### config.mk
export PLATFORM = sky130hd
export DESIGN_NAME = servant_mdu
export DESIGN_NICKNAME = d
export VERILOG_FILES = /design/src/rtl/servant_mdu.sv
export SDC_FILE = /design/constraint.sdc
export NUM_CORES = 1
export LEC_CHECK = 0
export BUFFER_PORTS_ARGS = -buffer_cell sky130_fd_sc_hd__buf_4
export CAP_MARGIN = 5
export CORE_MARGIN = 3
export CORE_UTILIZATION = 35
export CTS_CLUSTER_DIAMETER = 40
export CTS_CLUSTER_SIZE = 24
export DETAILED_ROUTE_END_ITERATION = 8
export SLEW_MARGIN = 5
export SYNTH_ARGS = -nofsm -noshare
export SYNTH_HDL_FRONTEND = slang
export SYNTH_SLANG_ARGS = --single-unit
### constraint.sdc
create_clock -name i_clk -period 4 [get_ports i_clk]
set_input_delay 0.6 -clock i_clk [delete_from_list [all_inputs] [get_ports i_clk]]
set_output_delay 0.6 -clock i_clk [all_outputs]
set_load 0.05 [all_outputs]
### src/rtl/servant_mdu.sv
// Sequential RV32M multiply/divide unit: one shift-add or restoring
// shift-subtract step per cycle, fixed latency for every op and operand.
module servant_mdu (
  input  logic        i_clk,
  input  logic        i_rst_n,
  input  logic [31:0] i_mdu_rs1,
  input  logic [31:0] i_mdu_rs2,
  input  logic [2:0]  i_mdu_op,
  input  logic        i_mdu_valid,
  output logic        o_mdu_ready,
  output logic [31:0] o_mdu_rd
);

  typedef enum logic [1:0] {IDLE, BUSY, DONE} state_t;

  state_t      state, state_nxt;
  logic [4:0]  cnt;
  logic        armed;
  logic [2:0]  op;
  logic        neg;
  logic [31:0] mcand;
  logic [31:0] hi;
  logic [31:0] lo;
  logic        start;

  logic        sgn1, sgn2, neg_in;
  logic [31:0] mag1, mag2;
  logic [32:0] sum, add_v, shifted, diff;
  logic        ge;
  logic [31:0] hi_nxt, lo_nxt;
  logic [63:0] prod, prod_s;
  logic [31:0] div_v, div_s, result;

  assign start = (state == IDLE) && i_mdu_valid && armed;

  always_ff @(posedge i_clk or negedge i_rst_n) begin
    if (!i_rst_n) state <= IDLE;
    else          state <= state_nxt;
  end

  always_comb begin
    state_nxt = state;
    case (state)
      IDLE:    if (start) state_nxt = BUSY;
      BUSY:    if (cnt == 5'd31) state_nxt = DONE;
      DONE:    state_nxt = IDLE;
      default: state_nxt = IDLE;
    endcase
  end

  // Signed ops run on magnitudes; neg records whether the final value is negated.
  // A signed divide by zero must not be negated so it still yields all ones.
  always_comb begin
    sgn1   = 1'b0;
    sgn2   = 1'b0;
    neg_in = 1'b0;
    if (i_mdu_op[2]) begin
      sgn1   = i_mdu_rs1[31] & ~i_mdu_op[0];
      sgn2   = i_mdu_rs2[31] & ~i_mdu_op[0];
      neg_in = i_mdu_op[1] ? sgn1 : ((sgn1 ^ sgn2) & (|i_mdu_rs2));
    end else begin
      sgn1   = i_mdu_rs1[31] & (i_mdu_op[1:0] == 2'b01 || i_mdu_op[1:0] == 2'b10);
      sgn2   = i_mdu_rs2[31] & (i_mdu_op[1:0] == 2'b01);
      neg_in = sgn1 ^ sgn2;
    end
    mag1 = sgn1 ? -i_mdu_rs1 : i_mdu_rs1;
    mag2 = sgn2 ? -i_mdu_rs2 : i_mdu_rs2;
  end

  // Multiply keeps {hi,lo} as partial product + remaining multiplier;
  // divide keeps hi as partial remainder and shifts quotient bits into lo.
  always_comb begin
    sum     = {1'b0, hi} + {1'b0, mcand};
    add_v   = lo[0] ? sum : {1'b0, hi};
    shifted = {hi, lo[31]};
    diff    = shifted - {1'b0, mcand};
    ge      = shifted >= {1'b0, mcand};
    hi_nxt  = hi;
    lo_nxt  = lo;
    if (op[2]) begin
      hi_nxt = ge ? diff[31:0] : shifted[31:0];
      lo_nxt = {lo[30:0], ge};
    end else begin
      hi_nxt = add_v[32:1];
      lo_nxt = {add_v[0], lo[31:1]};
    end
  end

  always_comb begin
    prod   = {hi, lo};
    prod_s = neg ? -prod : prod;
    div_v  = op[1] ? hi : lo;
    div_s  = neg ? -div_v : div_v;
    if (op[2])              result = div_s;
    else if (op[1:0] == 2'b00) result = prod_s[31:0];
    else                    result = prod_s[63:32];
  end

  always_ff @(posedge i_clk or negedge i_rst_n) begin
    if (!i_rst_n) begin
      cnt         <= 5'd0;
      armed       <= 1'b1;
      op          <= 3'd0;
      neg         <= 1'b0;
      mcand       <= 32'd0;
      hi          <= 32'd0;
      lo          <= 32'd0;
      o_mdu_ready <= 1'b0;
      o_mdu_rd    <= 32'd0;
    end else begin
      if (!i_mdu_valid)  armed <= 1'b1;
      else if (start)    armed <= 1'b0;
      o_mdu_ready <= (state == DONE);
      case (state)
        IDLE: if (start) begin
          op    <= i_mdu_op;
          neg   <= neg_in;
          cnt   <= 5'd0;
          hi    <= 32'd0;
          mcand <= i_mdu_op[2] ? mag2 : mag1;
          lo    <= i_mdu_op[2] ? mag1 : mag2;
        end
        BUSY: begin
          cnt <= cnt + 5'd1;
          hi  <= hi_nxt;
          lo  <= lo_nxt;
        end
        DONE: o_mdu_rd <= result;
        default: ;
      endcase
    end
  end

endmodule
==> reports/qor_table.md, run 1 <==
| Result | Value |
|---|---|
| Ordered cell list for the critical path | mux2i_2 > ha_1 > o21ai_0 > or2_2 > nor4_1 > buf_4 > o21ai_0 > nand2b_1 > o41ai_2 > xor2_1 > a221o_1 |
| Sum of negative setup slack | 0 ns |
| Power density over the cells | 1010 nW/µm² |
| Max rail drop VDD | 0.000454 V |
| Sort of element at the end of the critical path | flop |
| Half-perimeter wire length after detailed placement | 42900 µm |
| Top cell types by occurrence after synthesis | sky130_fd_sc_hd__nand2_1, sky130_fd_sc_hd__a21oi_1, sky130_fd_sc_hd__o21ai_0, sky130_fd_sc_hd__nor2_1, sky130_fd_sc_hd__dfrtp_1 |
| Endpoints failing setup | 0 |
| Synthesized flop and latch total | 141 |
| Share of the clock period used by the worst path | 93.9% |
| Pin count of the biggest net entering global routing | 80 |
| Reg2Reg Setup Slack | 0.24 ns |
| Number of detailed-routing iterations run before antenna repair | 6 |
| Remaining antenna violation count after routing | 0 |
| Startpoint type of the worst setup path | flop |
| Cell count after synthesis | 2000 |
| Tightest slew margin relative to the limit | 14.7% |
| Width of the chip | 215 µm |
| Effective utilization at floorplan | 35.9% |
| RSZ-0062 raised after global routing | no |
| Vertical die dimension | 215 µm |
| Root Driver | sky130_fd_sc_hd__clkbuf_16 |
| Synthesized Nets | 2143 |
| Sequential area share after synthesis | 23.2% |
| Number of instances resized during post-cts repair | 0 |
| Ranking of synthesized cells by area | sky130_fd_sc_hd__dfrtp_1, sky130_fd_sc_hd__a21oi_1, sky130_fd_sc_hd__xnor2_1 |
| Final critical path time including I/O delays and setup | 3.76 ns |
| WP depth | 11 |
| Post-synth top flop | sky130_fd_sc_hd__dfrtp_1 |
| Worst-Margin Slew | 1.28 ns |
| Critical path's largest stage delay | 0.60 ns |
| Required time of the critical path | 4.32 ns |
| Rows | 75 |
| Internal power | 8.08 mW |
| DIE AREA | 46000 µm² |
| Outcome | completed |
| Buffers plus inverters on the worst setup path | 1 |
| Endpoints failing hold | 0 |
| Congestion Overflow GR | 0 |
| Proportion of power drawn by flip-flops and latches | 18.6% |
| Average wire per cell in the routed design | 21.4 µm |
| Top-Level Pins | 103 |
| Max Cap Violations | 0 |
| Final instance area | 17100 µm² |
| Count of fill cells added during filler insertion | 4376 |
| R2R cell count | 11 |
| Number of sinks driven by the clock tree | 141 |
| Via-to-Cell Ratio | 5.84 |
| Number of slew-limit violations in the final report | 0 |
| Crit path arrival time | 4.08 ns |
| Number of unique standard cell types used by synthesis | 83 |
| Maximum operating frequency | 266 MHz |
| First DRT Iteration DRCs | 1419 |
| Crit-path slowest cell | sky130_fd_sc_hd__dfrtp_2 |
| Warning count from the yosys run | 0 |
| CTS tree | done |
| Combinational cell fraction of total power | 71.6% |
| Most frequently used cell type in the post-synthesis netlist | sky130_fd_sc_hd__nand2_1 |
| Syn_area_per_cell | 7.61 µm² |
| Clock buffer depth | 2 |
| Via count of the first global-routing pass | 14613 |
| DRC violation count after routing | 0 |
| Critical-path maximum fanout | 17 |
| Number of setup buffers added after CTS | 0 |
| Hold WC Path Type | in -> async |
| Clock transition at the registers of the reported paths | 0.07 ns |
| Category of the critical setup timing path | reg -> reg |
| Number of flops mapped to enable cells by yosys | 0 |
| Static Leak | 7.16 nW |
| Total Routed Length | 56100 µm |
| Routed via count | 15324 |
| NetSw | 9.22 mW |
| Largest area contributor in the netlist | sky130_fd_sc_hd__dfrtp_1 |
| Number of buffers created by CTS | 17 |
| Antenna violations before repair | 5 |
| Wire length of the first global-routing pass | 87500 µm |
| Post-place instance area | 16500 µm² |
| Post-route clock skew | 0.0152 ns |
| Gr usage total | 24.0% |
| Top cell type's share of synthesized area | 23.0% |
| Total Nets Final | 2178 |
| Fraction of power spent switching nets | 53.3% |
| CTS H-Tree Depth | 4 |
| Later-pin clock latency in the skew report | 0.44 ns |
| Antenna diodes | 0 |
| Share of post-route cells with drive strength above 1 | 12.7% |
| Std-Cell Core Area | 42400 µm² |
| Port buffer count | 102 |
| Area Overhead vs Synth | 12.7% |
| Post-synth ARST share | 100% |
| Kind of cell with the highest combined delay on the critical path | compound AO/OA/AOI/OAI gates |
| Cell Area, Synth | 15200 µm² |
| Portion of total power attributed to the clock network | 9.8% |
| Most numerous cell on the critical path | sky130_fd_sc_hd__o21ai_0 |
| Final estimated routing congestion in global placement | 0.953 |
| Cts hold-fix bufs | 0 |
-- per-layer routing --
layer	wire length (µm)	part of all wire [%]	up-vias	GRT usage, %
met4	1570	2.8	0	7.83
met1	25500	45	7295	34.1
met5	0	0	-	0
li1	-	-	7303	-
met2	24500	44	637	36.9
met3	4530	8.1	89	4.39
-- cell families after synthesis --
logic type	share of synthesized area [%]
muxes	5.01
xor gates and xnor gates	11.6
buffers and inverters	7.16
AOI/OAI and AO/OA	28.6
adders and majority gates	6.10
and+or+nand+nor	18.4
DFF	23.2
-- path summary, 6_finish.rpt --
check                                  from      endpoint
worst max-delay path                  op[1]  o_mdu_rd[26]
worst min-delay path                i_rst_n         hi[5]
worst max register to register        op[1]  o_mdu_rd[26]
worst min register to register  o_mdu_rd[7]   o_mdu_rd[7]
max in group asynchronous           i_rst_n         armed
min in group i_clk              i_mdu_valid         armed
-- registers in the layout (all words and copies together), names as in the netlist --
register	cells
lo	32
o_mdu_ready	1
op	3
neg	1
state	2
mcand	32
hi	32
o_mdu_rd	32
cnt	5
armed	1
-- cell type report --
cell class	instances	area (µm²)	area share, %
inverter	69	259	1.51
tap	577	722	4.21
clock buffer	18	429	2.50
multi-input combinational	1623	10600	62.1
timing repair buffer	183	1380	8.04
clock inverter	14	170	0.993
sequential	141	3540	20.6
-- power groups by stage --
stage	Sequential [mW]	Clock, mW	Combinational [mW]
3_3_place_gp	3.18	0	12.1
5_1_grt	3.31	1.79	13.7
6_report	3.22	1.70	12.4
2_1_floorplan	2.63	0	9.46
4_1_cts	3.17	1.73	12.2
3_5_place_dp	3.20	0	12.2
-- cell usage in the layout (no fill, tap or decap), types with 46 or more instances in the layout --
cell	count
sky130_fd_sc_hd__inv_1	68
sky130_fd_sc_hd__buf_4	182
sky130_fd_sc_hd__xnor2_1	107
sky130_fd_sc_hd__nor2_1	141
sky130_fd_sc_hd__nand2_1	221
sky130_fd_sc_hd__a21oi_1	188
sky130_fd_sc_hd__o21ai_0	175
sky130_fd_sc_hd__o211ai_1	46
sky130_fd_sc_hd__ha_1	71
sky130_fd_sc_hd__dfrtp_1	136
sky130_fd_sc_hd__mux2i_1	65
sky130_fd_sc_hd__xor2_1	94
-- stage by stage --
step | util (%) | hold slack (ns) | cells | power, mW | setup slack (ns)
CTS | 40.4 | 0.230 | 2625 | 17.1 | 0.175
finish | 40.4 | 0.167 | 2625 | 17.3 | 0.244
floorplan | - | 0.304 | 2000 | 12.1 | 0.0277
global placement | 39.0 | 0.470 | 2593 | 15.2 | 0.185
global route | 40.4 | 0.236 | 2625 | 18.7 | 0.0670
detailed placement | 39.0 | 0.473 | 2593 | 15.4 | 0.190
No activity file was read; power rests on OpenSTA's default activity.
==> run 2, diff against run 1 <==
--- a/config.mk
+++ b/config.mk
@@ -8,10 +8,12 @@
 export BUFFER_PORTS_ARGS = -buffer_cell sky130_fd_sc_hd__buf_4
 export CAP_MARGIN = 5
 export CORE_MARGIN = 3
-export CORE_UTILIZATION = 35
+export CORE_UTILIZATION = 50
 export CTS_CLUSTER_DIAMETER = 40
 export CTS_CLUSTER_SIZE = 24
 export DETAILED_ROUTE_END_ITERATION = 8
+export GPL_TIMING_DRIVEN = 0
+export PLACE_DENSITY = 0.71
 export SLEW_MARGIN = 5
 export SYNTH_ARGS = -nofsm -noshare
 export SYNTH_HDL_FRONTEND = slang
==> run 2 against run 1 <==
Compared with the run above:
- sequential share of layout area shrank 0.26 points
- critical path depth grew 2
- sequential cell count is the same
- critical path type unchanged
- largest power group unchanged
- highest routed layer is now met5
==> reports/qor_table.md, run 2 (synthesis gave the netlist of run 1 again) <==
| Result | Value | Change |
|---|---|---|
| Effective utilization at floorplan | 51.1% | was 35.9% |
| Average wire per cell in the routed design | 26.1 µm | was 21.4 µm |
| Via count of the first global-routing pass | 15637 | was 14613 |
| Total Routed Length | 65800 µm | was 56100 µm |
| Tightest slew margin relative to the limit | 31.2% | was 14.7% |
| Half-perimeter wire length after detailed placement | 51600 µm | was 42900 µm |
| Worst setup slack after placement | -1.17 ns | was 0.190 ns |
| Cts hold-fix bufs | 0 | unchanged |
| R2R cell count | 13 | was 11 |
| Remaining antenna violation count after routing | 0 | unchanged |
| Share of the clock period used by the worst path | 98.6% | was 93.9% |
| Total Nets Final | 2263 | was 2178 |
| Via-to-Cell Ratio | 6.56 | was 5.84 |
| Outcome | completed | unchanged |
| Most numerous cell on the critical path | sky130_fd_sc_hd__nor2b_1 | was sky130_fd_sc_hd__o21ai_0 |
| Final instance area | 17300 µm² | was 17100 µm² |
| CTS H-Tree Depth | 4 | unchanged |
| Highest-count cells in the layout ignoring fill and taps | sky130_fd_sc_hd__nand2_1, sky130_fd_sc_hd__a21oi_1, sky130_fd_sc_hd__o21ai_0 | was sky130_fd_sc_hd__nand2_1, sky130_fd_sc_hd__a21oi_1, sky130_fd_sc_hd__buf_4 |
| Startpoint type of the worst setup path | flop | unchanged |
| Number of buffers created by CTS | 17 | unchanged |
| Crit path arrival time | 4.28 ns | was 4.08 ns |
| Wire length of the first global-routing pass | 97900 µm | was 87500 µm |
| Max rail drop VDD | 0.000509 V | was 0.000454 V |
| Post-route clock skew | 0.00928 ns | was 0.0152 ns |
| Worst-Margin Slew | 1.03 ns | was 1.28 ns |
| Std-Cell Core Area | 29800 µm² | was 42400 µm² |
| First DRT Iteration DRCs | 2142 | was 1419 |
| Endpoints failing setup | 0 | unchanged |
| DIE AREA | 32600 µm² | was 46000 µm² |
| Pin count of the biggest net entering global routing | 74 | was 80 |
| Number of sinks driven by the clock tree | 141 | unchanged |
| Utilization after layout | 58.2% | was 40.4% |
| Setup slack after layout | 0.0571 ns | was 0.244 ns |
| Width of the chip | 180 µm | was 215 µm |
| Max Cap Violations | 0 | unchanged |
| Rows | 63 | was 75 |
| Congestion Overflow GR | 0 | unchanged |
| Buffers plus inverters on the worst setup path | 2 | was 1 |
| Required time of the critical path | 4.34 ns | was 4.32 ns |
| Maximum operating frequency | 254 MHz | was 266 MHz |
| Top-Level Pins | 103 | unchanged |
| Critical-path maximum fanout | 10 | was 17 |
| Category of the critical setup timing path | reg -> reg | unchanged |
| Number of slew-limit violations in the final report | 0 | unchanged |
| Antenna violations before repair | 5 | unchanged |
| Endpoints failing hold | 0 | unchanged |
| Later-pin clock latency in the skew report | 0.45 ns | was 0.44 ns |
| Clock transition at the registers of the reported paths | 0.07 ns | about the same |
| CTS tree | done | unchanged |
| Area Overhead vs Synth | 13.9% | was 12.7% |
| Power density over the cells | 1070 nW/µm² | was 1010 nW/µm² |
| Kind of cell with the highest combined delay on the critical path | compound AO/OA/AOI/OAI gates | unchanged |
| Final estimated routing congestion in global placement | 1.02 | was 0.953 |
| Ordered cell list for the critical path | inv_1 > ha_1 > nor2b_1 > o2111a_1 > o21a_1 > o211a_1 > o21ai_2 > a211oi_4 > o22ai_4 > clkbuf_4 > nor2b_1 > o21ai_0 > a32o_1 | was mux2i_2 > ha_1 > o21ai_0 > or2_2 > nor4_1 > buf_4 > o21ai_0 > nand2b_1 > o41ai_2 > xor2_1 > a221o_1 |
| WP depth | 13 | was 11 |
| Clock buffer depth | 2 | unchanged |
| RSZ-0062 raised after global routing | no | unchanged |
| Most common cell after layout, fill and taps aside | sky130_fd_sc_hd__nand2_1 | unchanged |
| Post-place instance area | 16500 µm² | about the same |
| DRC violation count after routing | 0 | unchanged |
| Final critical path time including I/O delays and setup | 3.94 ns | was 3.76 ns |
| Critical path's largest stage delay | 0.53 ns | was 0.60 ns |
| Hold WC Path Type | in -> async | unchanged |
| Share of post-route cells with drive strength above 1 | 10.2% | was 12.7% |
| Port buffer count | 101 | was 102 |
| Root Driver | sky130_fd_sc_hd__clkbuf_16 | unchanged |
| Vertical die dimension | 180 µm | was 215 µm |
| Number of detailed-routing iterations run before antenna repair | 7 | was 6 |
| Sort of element at the end of the critical path | flop | unchanged |
| Crit-path slowest cell | sky130_fd_sc_hd__dfrtp_1 | was sky130_fd_sc_hd__dfrtp_2 |
| Gr usage total | 39.1% | was 24.0% |
| Routed via count | 16558 | was 15324 |
| Static Leak | 7.19 nW | was 7.16 nW |
## run 2: cell types whose count changed in the layout (fill, tap and decap cells not counted), moves of 3 or more
| cell | before | now |
|---|---|---|
| sky130_fd_sc_hd__buf_1 | 0 | 16 |
| sky130_fd_sc_hd__clkbuf_2 | 0 | 5 |
| sky130_fd_sc_hd__diode_2 | 0 | 3 |
| sky130_fd_sc_hd__bufinv_16 | 2 | 6 |
| sky130_fd_sc_hd__buf_4 | 182 | 107 |
| sky130_fd_sc_hd__clkbuf_1 | 1 | 114 |
| sky130_fd_sc_hd__inv_6 | 6 | 0 |
| sky130_fd_sc_hd__clkbuf_8 | 0 | 18 |
| sky130_fd_sc_hd__inv_8 | 3 | 0 |
## run 2: final cells by class
cell class / instances / area [µm²]
diodes: 3 / 7.51
well taps: 390 / 488
clock buffers: 22 / 484
clock inverters: 10 / 208
fillers: 2844 / 12500
repair buffers: 106 / 820
flip-flops and latches: 141 / 3530
multi-input cells: 1623 / 10700
plain buffers: 162 / 843
inverters: 69 / 259
## run 2: through the flow
stage                     cells  TNS, ns  hold WS (ns)  power [mW]
after global routing       2523        0         0.242        19.6
after floorplan            2000        0         0.304        12.1
after CTS                  2522        0         0.206        18.0
after detailed placement   2492   -27.15         0.472        15.9
after global placement     2491   -26.90         0.465        15.7
final                      2526        0         0.185        18.5
## run 2: per-layer routing
metal | share of wire [%] | vias up | track usage (%)
met5 | 0.11 | - | 0
li1 | - | 7464 | -
met4 | 4.9 | 6 | 17.0
met3 | 10 | 188 | 9.61
met1 | 41 | 7935 | 52.1
met2 | 44 | 965 | 60.4
## run 2: worst paths after layout
check,slack (ns),start,end
max,0.06,mcand[1],hi[29]
min,0.18,i_rst_n,o_mdu_rd[12]
max reg2reg,0.06,mcand[1],hi[29]
min reg2reg,0.48,o_mdu_rd[15],o_mdu_rd[15]
max in group asynchronous,2.93,i_rst_n,armed
min in group i_clk,0.29,i_mdu_valid,armed
## run 2: repair_timing
action                     CTS  global route
setup buffers                1             3
setup endpoints to repair   55            36
pin swaps                    1             3
resized for setup           24            16
## run 2: power breakdown
part	internal (mW)	switching, mW
Combinational	5.12	8.60
Clock	1.24	0.707
Sequential	2.06	0.822
Total	8.42	10.1
## run 2: worst register-to-register path, stage by stage (launching register included)
cell	delay, ns
sky130_fd_sc_hd__dfrtp_1	0.53
sky130_fd_sc_hd__inv_1	0.19
sky130_fd_sc_hd__ha_1	0.34
sky130_fd_sc_hd__nor2b_1	0.17
sky130_fd_sc_hd__o2111a_1	0.23
sky130_fd_sc_hd__o21a_1	0.19
sky130_fd_sc_hd__o211a_1	0.20
sky130_fd_sc_hd__o21ai_2	0.13
sky130_fd_sc_hd__a211oi_4	0.45
sky130_fd_sc_hd__o22ai_4	0.19
sky130_fd_sc_hd__clkbuf_4	0.27
sky130_fd_sc_hd__nor2b_1	0.38
sky130_fd_sc_hd__o21ai_0	0.27
sky130_fd_sc_hd__a32o_1	0.31
